===== config.mk =====
export PLATFORM = sky130hd
export DESIGN_NAME = fifo_push_arbiter_flat
export DESIGN_NICKNAME = d
export VERILOG_FILES = /design/src/rtl/fifo_push_arbiter_if.sv /design/src/rtl/fifo_push_arbiter.sv /design/src/flat_wrapper.sv
export SDC_FILE = /design/constraint.sdc
export NUM_CORES = 1
export LEC_CHECK = 0
export CAP_MARGIN = 15
export CORE_AREA = 2 2 110 59
export DETAILED_ROUTE_END_ITERATION = 7
export DIE_AREA = 0 0 112 61
export GPL_TIMING_DRIVEN = 0
export PLACE_DENSITY = 0.85
export SLEW_MARGIN = 40
export SYNTH_ARGS = -nofsm -noshare
export SYNTH_HDL_FRONTEND = slang
export SYNTH_SLANG_ARGS = --single-unit

===== constraint.sdc =====
create_clock -name MCLK -period 6.25 [get_ports MCLK]
set_input_delay 1.25 -clock MCLK [delete_from_list [all_inputs] [get_ports MCLK]]
set_output_delay 1.25 -clock MCLK [all_outputs]
set_load 0.02 [all_outputs]

===== src/rtl/fifo_push_arbiter_if.sv =====
// Push-side bundle shared by the requesters, the arbiter and the FiFo write port.
// The master modport is the arbiter's view; slave is the surrounding producers/FiFo.
interface fifo_push_arbiter_if #(
  parameter int unsigned REQ_COUNT  = 4,
  parameter int unsigned DATA_WIDTH = 32,
  parameter int unsigned ID_WIDTH   = 2
) ();
  logic [REQ_COUNT-1:0]            REQ_VALID;
  logic [REQ_COUNT*DATA_WIDTH-1:0] REQ_DATA;
  logic [REQ_COUNT-1:0]            REQ_LAST;
  logic [REQ_COUNT-1:0]            REQ_READY;
  logic                            FIFO_nWE;
  logic [ID_WIDTH+DATA_WIDTH-1:0]  FIFO_DIN;
  logic                            FIFO_FULL;
  logic                            GRANT_VALID;
  logic [ID_WIDTH-1:0]             GRANT_ID;
  logic                            BUSY;

  modport master (
    input  REQ_VALID, REQ_DATA, REQ_LAST, FIFO_FULL,
    output REQ_READY, FIFO_nWE, FIFO_DIN, GRANT_VALID, GRANT_ID, BUSY
  );

  modport slave (
    output REQ_VALID, REQ_DATA, REQ_LAST, FIFO_FULL,
    input  REQ_READY, FIFO_nWE, FIFO_DIN, GRANT_VALID, GRANT_ID, BUSY
  );
endinterface


===== src/rtl/fifo_push_arbiter.sv =====
// Round-robin arbiter sharing one FiFo push port among REQ_COUNT bursting requesters.
// Each pushed word is tagged {GRANT_ID, payload}; the data path is purely combinational.
module fifo_push_arbiter #(
  parameter int unsigned REQ_COUNT  = 4,
  parameter int unsigned DATA_WIDTH = 32,
  parameter int unsigned ID_WIDTH   = 2,
  parameter int unsigned BURST_MAX  = 4
) (
  input  logic                 MCLK,
  input  logic                 nRST,
  fifo_push_arbiter_if.master  bus
);

  typedef enum logic {StIdle, StGrant} state_e;

  state_e                state_q, state_d;
  logic                  grant_valid_q, grant_valid_d;
  logic [ID_WIDTH-1:0]   grant_id_q, grant_id_d;
  logic [ID_WIDTH-1:0]   last_grant_q, last_grant_d;
  logic [7:0]            beat_cnt_q, beat_cnt_d;

  logic                  found;
  logic [ID_WIDTH-1:0]   winner;
  logic                  g_valid;
  logic                  g_last;
  logic [DATA_WIDTH-1:0] g_data;
  logic                  beat;

  // Round-robin search: first the indices above last_grant, then wrap to 0..last_grant.
  always_comb begin
    found  = 1'b0;
    winner = '0;
    for (int i = 0; i < int'(REQ_COUNT); i++) begin
      if (!found && bus.REQ_VALID[i] && (ID_WIDTH'(i) > last_grant_q)) begin
        found  = 1'b1;
        winner = ID_WIDTH'(i);
      end
    end
    for (int i = 0; i < int'(REQ_COUNT); i++) begin
      if (!found && bus.REQ_VALID[i] && (ID_WIDTH'(i) <= last_grant_q)) begin
        found  = 1'b1;
        winner = ID_WIDTH'(i);
      end
    end
  end

  // Mux out the granted requester's signals and drive its ready.
  always_comb begin
    g_valid       = 1'b0;
    g_last        = 1'b0;
    g_data        = '0;
    bus.REQ_READY = '0;
    for (int i = 0; i < int'(REQ_COUNT); i++) begin
      if (grant_id_q == ID_WIDTH'(i)) begin
        g_valid = bus.REQ_VALID[i];
        g_last  = bus.REQ_LAST[i];
        g_data  = bus.REQ_DATA[i*DATA_WIDTH +: DATA_WIDTH];
        if (state_q == StGrant) begin
          bus.REQ_READY[i] = ~bus.FIFO_FULL;
        end
      end
    end
  end

  assign beat            = (state_q == StGrant) && g_valid && !bus.FIFO_FULL;
  assign bus.FIFO_nWE    = ~beat;
  assign bus.FIFO_DIN    = (state_q == StGrant) ? {grant_id_q, g_data} : '0;
  assign bus.GRANT_VALID = grant_valid_q;
  assign bus.GRANT_ID    = grant_id_q;
  assign bus.BUSY        = grant_valid_q | (|bus.REQ_VALID);

  always_comb begin
    state_d       = state_q;
    grant_valid_d = grant_valid_q;
    grant_id_d    = grant_id_q;
    last_grant_d  = last_grant_q;
    beat_cnt_d    = beat_cnt_q;
    unique case (state_q)
      StIdle: begin
        if (found) begin
          state_d       = StGrant;
          grant_valid_d = 1'b1;
          grant_id_d    = winner;
          last_grant_d  = winner;
          beat_cnt_d    = '0;
        end
      end
      StGrant: begin
        if (beat) begin
          beat_cnt_d = beat_cnt_q + 8'd1;
          if (g_last || (beat_cnt_q == 8'(BURST_MAX - 1))) begin
            state_d       = StIdle;
            grant_valid_d = 1'b0;
          end
        end else if (!bus.FIFO_FULL && !g_valid) begin
          // Requester went idle while the FiFo could accept: give the port up.
          state_d       = StIdle;
          grant_valid_d = 1'b0;
        end
      end
      default: state_d = StIdle;
    endcase
  end

  always_ff @(posedge MCLK or negedge nRST) begin
    if (!nRST) begin
      state_q       <= StIdle;
      grant_valid_q <= 1'b0;
      grant_id_q    <= '0;
      last_grant_q  <= ID_WIDTH'(REQ_COUNT - 1);
      beat_cnt_q    <= '0;
    end else begin
      state_q       <= state_d;
      grant_valid_q <= grant_valid_d;
      grant_id_q    <= grant_id_d;
      last_grant_q  <= last_grant_d;
      beat_cnt_q    <= beat_cnt_d;
    end
  end

endmodule

===== src/flat_wrapper.sv =====
// flat-port wrapper written by rule: the top's interface ports become plain ports
module fifo_push_arbiter_flat 
#(
  parameter int unsigned REQ_COUNT  = 4,
  parameter int unsigned DATA_WIDTH = 32,
  parameter int unsigned ID_WIDTH   = 2,
  parameter int unsigned BURST_MAX  = 4
)
  (MCLK, nRST, bus_REQ_VALID, bus_REQ_DATA, bus_REQ_LAST, bus_FIFO_FULL, bus_REQ_READY, bus_FIFO_nWE, bus_FIFO_DIN, bus_GRANT_VALID, bus_GRANT_ID, bus_BUSY);
  fifo_push_arbiter_if #(.REQ_COUNT(REQ_COUNT), .DATA_WIDTH(DATA_WIDTH), .ID_WIDTH(ID_WIDTH)) bus_i ();
  input  logic MCLK;
  input  logic nRST;
  input wire logic [$bits(bus_i.REQ_VALID)-1:0] bus_REQ_VALID;
  input wire logic [$bits(bus_i.REQ_DATA)-1:0] bus_REQ_DATA;
  input wire logic [$bits(bus_i.REQ_LAST)-1:0] bus_REQ_LAST;
  input wire logic [$bits(bus_i.FIFO_FULL)-1:0] bus_FIFO_FULL;
  output wire logic [$bits(bus_i.REQ_READY)-1:0] bus_REQ_READY;
  output wire logic [$bits(bus_i.FIFO_nWE)-1:0] bus_FIFO_nWE;
  output wire logic [$bits(bus_i.FIFO_DIN)-1:0] bus_FIFO_DIN;
  output wire logic [$bits(bus_i.GRANT_VALID)-1:0] bus_GRANT_VALID;
  output wire logic [$bits(bus_i.GRANT_ID)-1:0] bus_GRANT_ID;
  output wire logic [$bits(bus_i.BUSY)-1:0] bus_BUSY;
  assign bus_i.REQ_VALID = bus_REQ_VALID;
  assign bus_i.REQ_DATA = bus_REQ_DATA;
  assign bus_i.REQ_LAST = bus_REQ_LAST;
  assign bus_i.FIFO_FULL = bus_FIFO_FULL;
  assign bus_REQ_READY = bus_i.REQ_READY;
  assign bus_FIFO_nWE = bus_i.FIFO_nWE;
  assign bus_FIFO_DIN = bus_i.FIFO_DIN;
  assign bus_GRANT_VALID = bus_i.GRANT_VALID;
  assign bus_GRANT_ID = bus_i.GRANT_ID;
  assign bus_BUSY = bus_i.BUSY;
  fifo_push_arbiter #(.REQ_COUNT(REQ_COUNT), .DATA_WIDTH(DATA_WIDTH), .ID_WIDTH(ID_WIDTH), .BURST_MAX(BURST_MAX)) u_core (.MCLK(MCLK), .nRST(nRST), .bus(bus_i));
endmodule

* Word level (Yosys, flattened, before mapping)
Index checks and enable logic that the tools add are counted.
** Storage, ports and cells
- Bits of input ports :: 139
- Logic and storage cells :: 105
- Output and inout port bits :: 43
- Flip-flop bits (word level) :: 14
** Cells by class
- Mux-type cells :: 46
- $add $sub $neg :: 1
- Reduce and logical (&&, ||, !) cells :: 33
- Eq/ne operators :: 8
- Order comparisons :: 8
- Bitwise logic cells :: 4
** Operator list (number)
- two-way mux 32 bit :: 4
- two-way mux 34 bit :: 1
- two-way mux 1 bit :: 30
- logical AND 1 bit :: 18
- two-way mux 8 bit :: 2
- one-hot mux 8 bit (2 select lines) :: 1
- two-way mux 2 bit :: 6
- zero test 1 bit :: 9
- adder 8 x 1 -> 8 bit, second input constant :: 1
- == test 8 x 2 -> 1 bit, second input constant :: 1
- != test 3 bit, second input constant :: 2
- == test 2 bit, second input constant :: 2
- greater-than comparator 1 x 2 -> 1 bit, first input constant :: 2
- greater-than comparator 2 bit, first input constant :: 2
- <= comparator 1 x 2 -> 1 bit, first input constant :: 2
- <= comparator 2 bit, first input constant :: 2
- one-hot mux 1 bit (2 select lines) :: 2
- AND reduction 2 bit :: 2
- OR reduction 4 bit :: 1
- inverter 1 bit :: 3
- AND reduction 3 bit :: 1
- == test 2 x 1 -> 1 bit, second input constant :: 1
- zero test 2 bit :: 1
- != test 2 x 1 -> 1 bit, second input constant :: 1
- 3 further kinds :: 3

* Depth between registers and ports, before layout
- Depth in word-level cells :: 33
- Depth in mapped cells :: 7
- Gate-level depth less buffers :: 5

* Least setup slack after synthesis
OpenSTA, ideal clock, no wires.
- Kind :: input port to output port
- Start point :: input port bus_FIFO_FULL
- End point :: output port bus_FIFO_nWE
- Arrival :: 2181 ps
- Data required time :: 5000 ps
- Stages on the path :: 4
- Path buffers :: 1
- Path slack :: 2819 ps
- Path through :: or3b_4 o22ai_4 inv_2 clkbuf_1
** Between the ends
- Longest elaborated chain between the ends :: 3
** Ends and longest elaborated chain
- start, declared :: line flat_wrapper.sv:16 : input wire logic [$bits(bus_i.FIFO_FULL)-1:0] bus_FIFO_FULL;
- zero test 1 bit :: line fifo_push_arbiter.sv:65 : assign beat = (state_q == StGrant) && g_valid && !bus.FIFO_FULL;
- logical AND 1 bit :: line fifo_push_arbiter.sv:65
- inverter 1 bit :: line fifo_push_arbiter.sv:66 : assign bus.FIFO_nWE = ~beat;
- end, declared :: line flat_wrapper.sv:18 : output wire logic [$bits(bus_i.FIFO_nWE)-1:0] bus_FIFO_nWE;
No other way between the ends.

* Final worst setup path
Ends and elaborated chain as after synthesis.

==> impl_metrics.toml <==
[status]
outcome = "finished, final reports clean"

[run]
drv_cap = 0

[route]
finalWirelength_um = 7940
drc_errors = 0
avgRoutedWirePerCell_um = 18.5
vias_per_cell = 5.06
dr.pass1.iters = 4
drt_iter0_markers = 137
vias = 2170
ant_nets = 0

[setup_path]
critical_path.max_stage_delay_ns = 0.59
start_kind = "primary input"
worst_path_max_delay_cell = "clkdlybuf4s50_1"
crit_path_frequent_cell = "clkdlybuf4s50_1"
crit_type = "primary input to output port"
endpoint_kind = "output port"
critPathTopFamily = "buffers and inverters"
cp_data_required_time_ns = 5.00
arrival_ns = 3.37
critPathBufInv = 4
crit_fanout = 10
crit_chain = "clkdlybuf4s50_1 > or3b_4 > o22ai_4 > inv_2 > clkbuf_1 > clkdlybuf4s50_1"

[logic_synthesis]
ys_seq_area_share_pct = 19.4
syn_avg_cell_area_um2 = 10.9
synth.area.top_cells = "mux4_2 41%, dfrtp_1 17%, and2_1 11%"
synth_fp_nets = 307
async_flop_share_pct = 100
synth-edff-count = 0
yosys_warnings = 0
netlist_instances = 167
ys_seq_elements = 14
synth_area_leader_cell = "mux4_2"
synthTopCellsByCount = "33 x and2_1, 33 x mux4_2, 12 x dfrtp_1"
yosysUniqueCellTypes = 32
synth_top_cell_area_share_pct = 41.0
synth_area_mm2 = 0.00181
synth_ff_type = "dfrtp_1"

[finish]
drive_above_1_share_pct = 14.5
diodes = 0
area_growth_pct = 110
regArea_um2 = 353
nets = 493
final_area_mm2 = 0.00381
stdcell_count = 429
fin_util_pct = 65.1
multi_input_area_mm2 = 0.00138
num-fill-cells = 463

[clocking]
clk_latency_ns = 0.25
cts_root_buf = "clkbuf_16"
cts_setup_buffers = 0
cts_buffer_depth = 2
cts_resized = 0
cts.sinks = 14
htreeDepth = 1
hold_buffers = 0
clkTransAtPathRegs_ns = 0.05
cts_inserted_buffers = 3
cts_tree = "done"

[global_route]
grt_pass1_vias = 2220
antenna_found_initial = 0
grt_use_total_pct = 21.8
grt_start_max_net_pins = 15
overflow = 0
grt_pass1_wl_um = 11500

[floorplanning]
dieHeight_um = 61
dieArea_mm2 = 0.00683
coreArea_mm2 = 0.00586
pin_count = 182
fp.dieW_um = 112
start_util_pct = 31.0
rows = 20

[placed_design]
dp_cells = 425
numPortBuffers = 181
dp_hpwl_um = 6490
gp_routability_congestion = 0.926
dpl_cell_area_mm2 = 0.00372

[sta]
fin_setup_tns_ns = 0
setup_viol_count_final = 0
period_minus_slack_ns = 4.62
rsz0062_at_grt = "no"
hold_viol_final = 0
post-route-period-util_pct = 73.9
max_freq_mhz = 216
worst_pin_slew_ns = 0.657
slew_violations = 0
relSlewSlack_pct = 55.8
fin_skew_ns = 0.00359

[worst_hold_path]
hp-class = "register to register"

[power]
ir_drop_uv = 278
power_density_mw_per_mm2 = 344
power_leakage_nw = 1.47
[layout by cell type, fill, tap and decap left out, drive strengths merged, types with 3 or more instances in the layout]
master           n
a211o            5
a21o             3
a21oi            8
and2            33
and3             4
buf              5
clkbuf          13
clkdlybuf4s50  181
dfrtp           12
inv              4
mux4            33
nand2            7
nand3            6
nor2             8
nor3             5
nor3b            3
or2              3
[per-stage QoR]
stage | power [W] | hold WS, ns | setup slack (ns)
CTS | 0.00132 | 0.499 | 1.66
global route | 0.00138 | 0.508 | 1.53
global placement | 0.00116 | 0.488 | 1.71
finish | 0.00131 | 0.498 | 1.63
detailed placement | 0.00118 | 0.492 | 1.66
floorplan | 0.000758 | 0.469 | 2.82
[routing by layer]
layer  GRT usage (%)  wire length (µm)  up-vias
met5               0                 0        -
met2            39.8              3970       99
met3            4.30               534        6
li1                -                 -     1022
met1            28.5              3390     1043
met4            2.96                48        0
[worst register-to-register path, cell delays in order (launching register included)]
cell and delay (ns):
dfrtp_1 0.39, buf_2 0.31, mux2i_1 0.32, o22ai_4 0.16, inv_2 0.10, clkbuf_1 0.36, nor3_1 0.11, a211o_1 0.28
[kinds of logic after synthesis]
group | Yosys count | share of synthesized area, %
DFF | 14 | 19.4
and+or+nand+nor | 77 | 24.5
buffers and inverters | 18 | 4.41
adders and majority gates | 1 | 0.690
muxes | 35 | 42.1
AOI/OAI and AO/OA | 22 | 8.90
[where the power goes]
part	internal, W	switching, W	leakage [nW]
clock	0.0000971	0.0000386	0.0442
combinational	0.000566	0.000465	1.25
sequential	0.000119	0.0000257	0.176
total	0.000782	0.000529	1.47
[final cells by class]
type	instances	area share [%]
repair buffers	181	47.5
multi-input cells	135	36.2
flip-flops and latches	14	9.26
well taps	77	2.53
clock buffers	4	2.33
plain buffers	14	1.71
inverters	4	0.394
[registers in the layout, indices dropped and copies added, names as in the netlist]
signal / cells
u_core.state_q: 1
u_core.bus.GRANT_VALID: 1
u_core.last_grant_q: 2
u_core.beat_cnt_q: 8
u_core.bus.GRANT_ID: 2
[worst paths after layout]
kind	from	end	slack, ns	cells after the start
max reg2reg	u_core.bus.GRANT_ID[0]$_DFFE_PN0P_	u_core.beat_cnt_q[6]$_DFFE_PN0P_	4.11	7
max	bus_FIFO_FULL	bus_FIFO_nWE	1.63	6
min	u_core.last_grant_q[0]$_DFFE_PN1P_	u_core.last_grant_q[0]$_DFFE_PN1P_	0.50	2
min reg2reg	u_core.last_grant_q[0]$_DFFE_PN1P_	u_core.last_grant_q[0]$_DFFE_PN1P_	0.50	2
max in group asynchronous	nRST	u_core.beat_cnt_q[1]$_DFFE_PN0P_	4.45	1
min in group asynchronous	nRST	u_core.beat_cnt_q[5]$_DFFE_PN0P_	1.39	1
No activity file was read; power rests on OpenSTA's default activity.
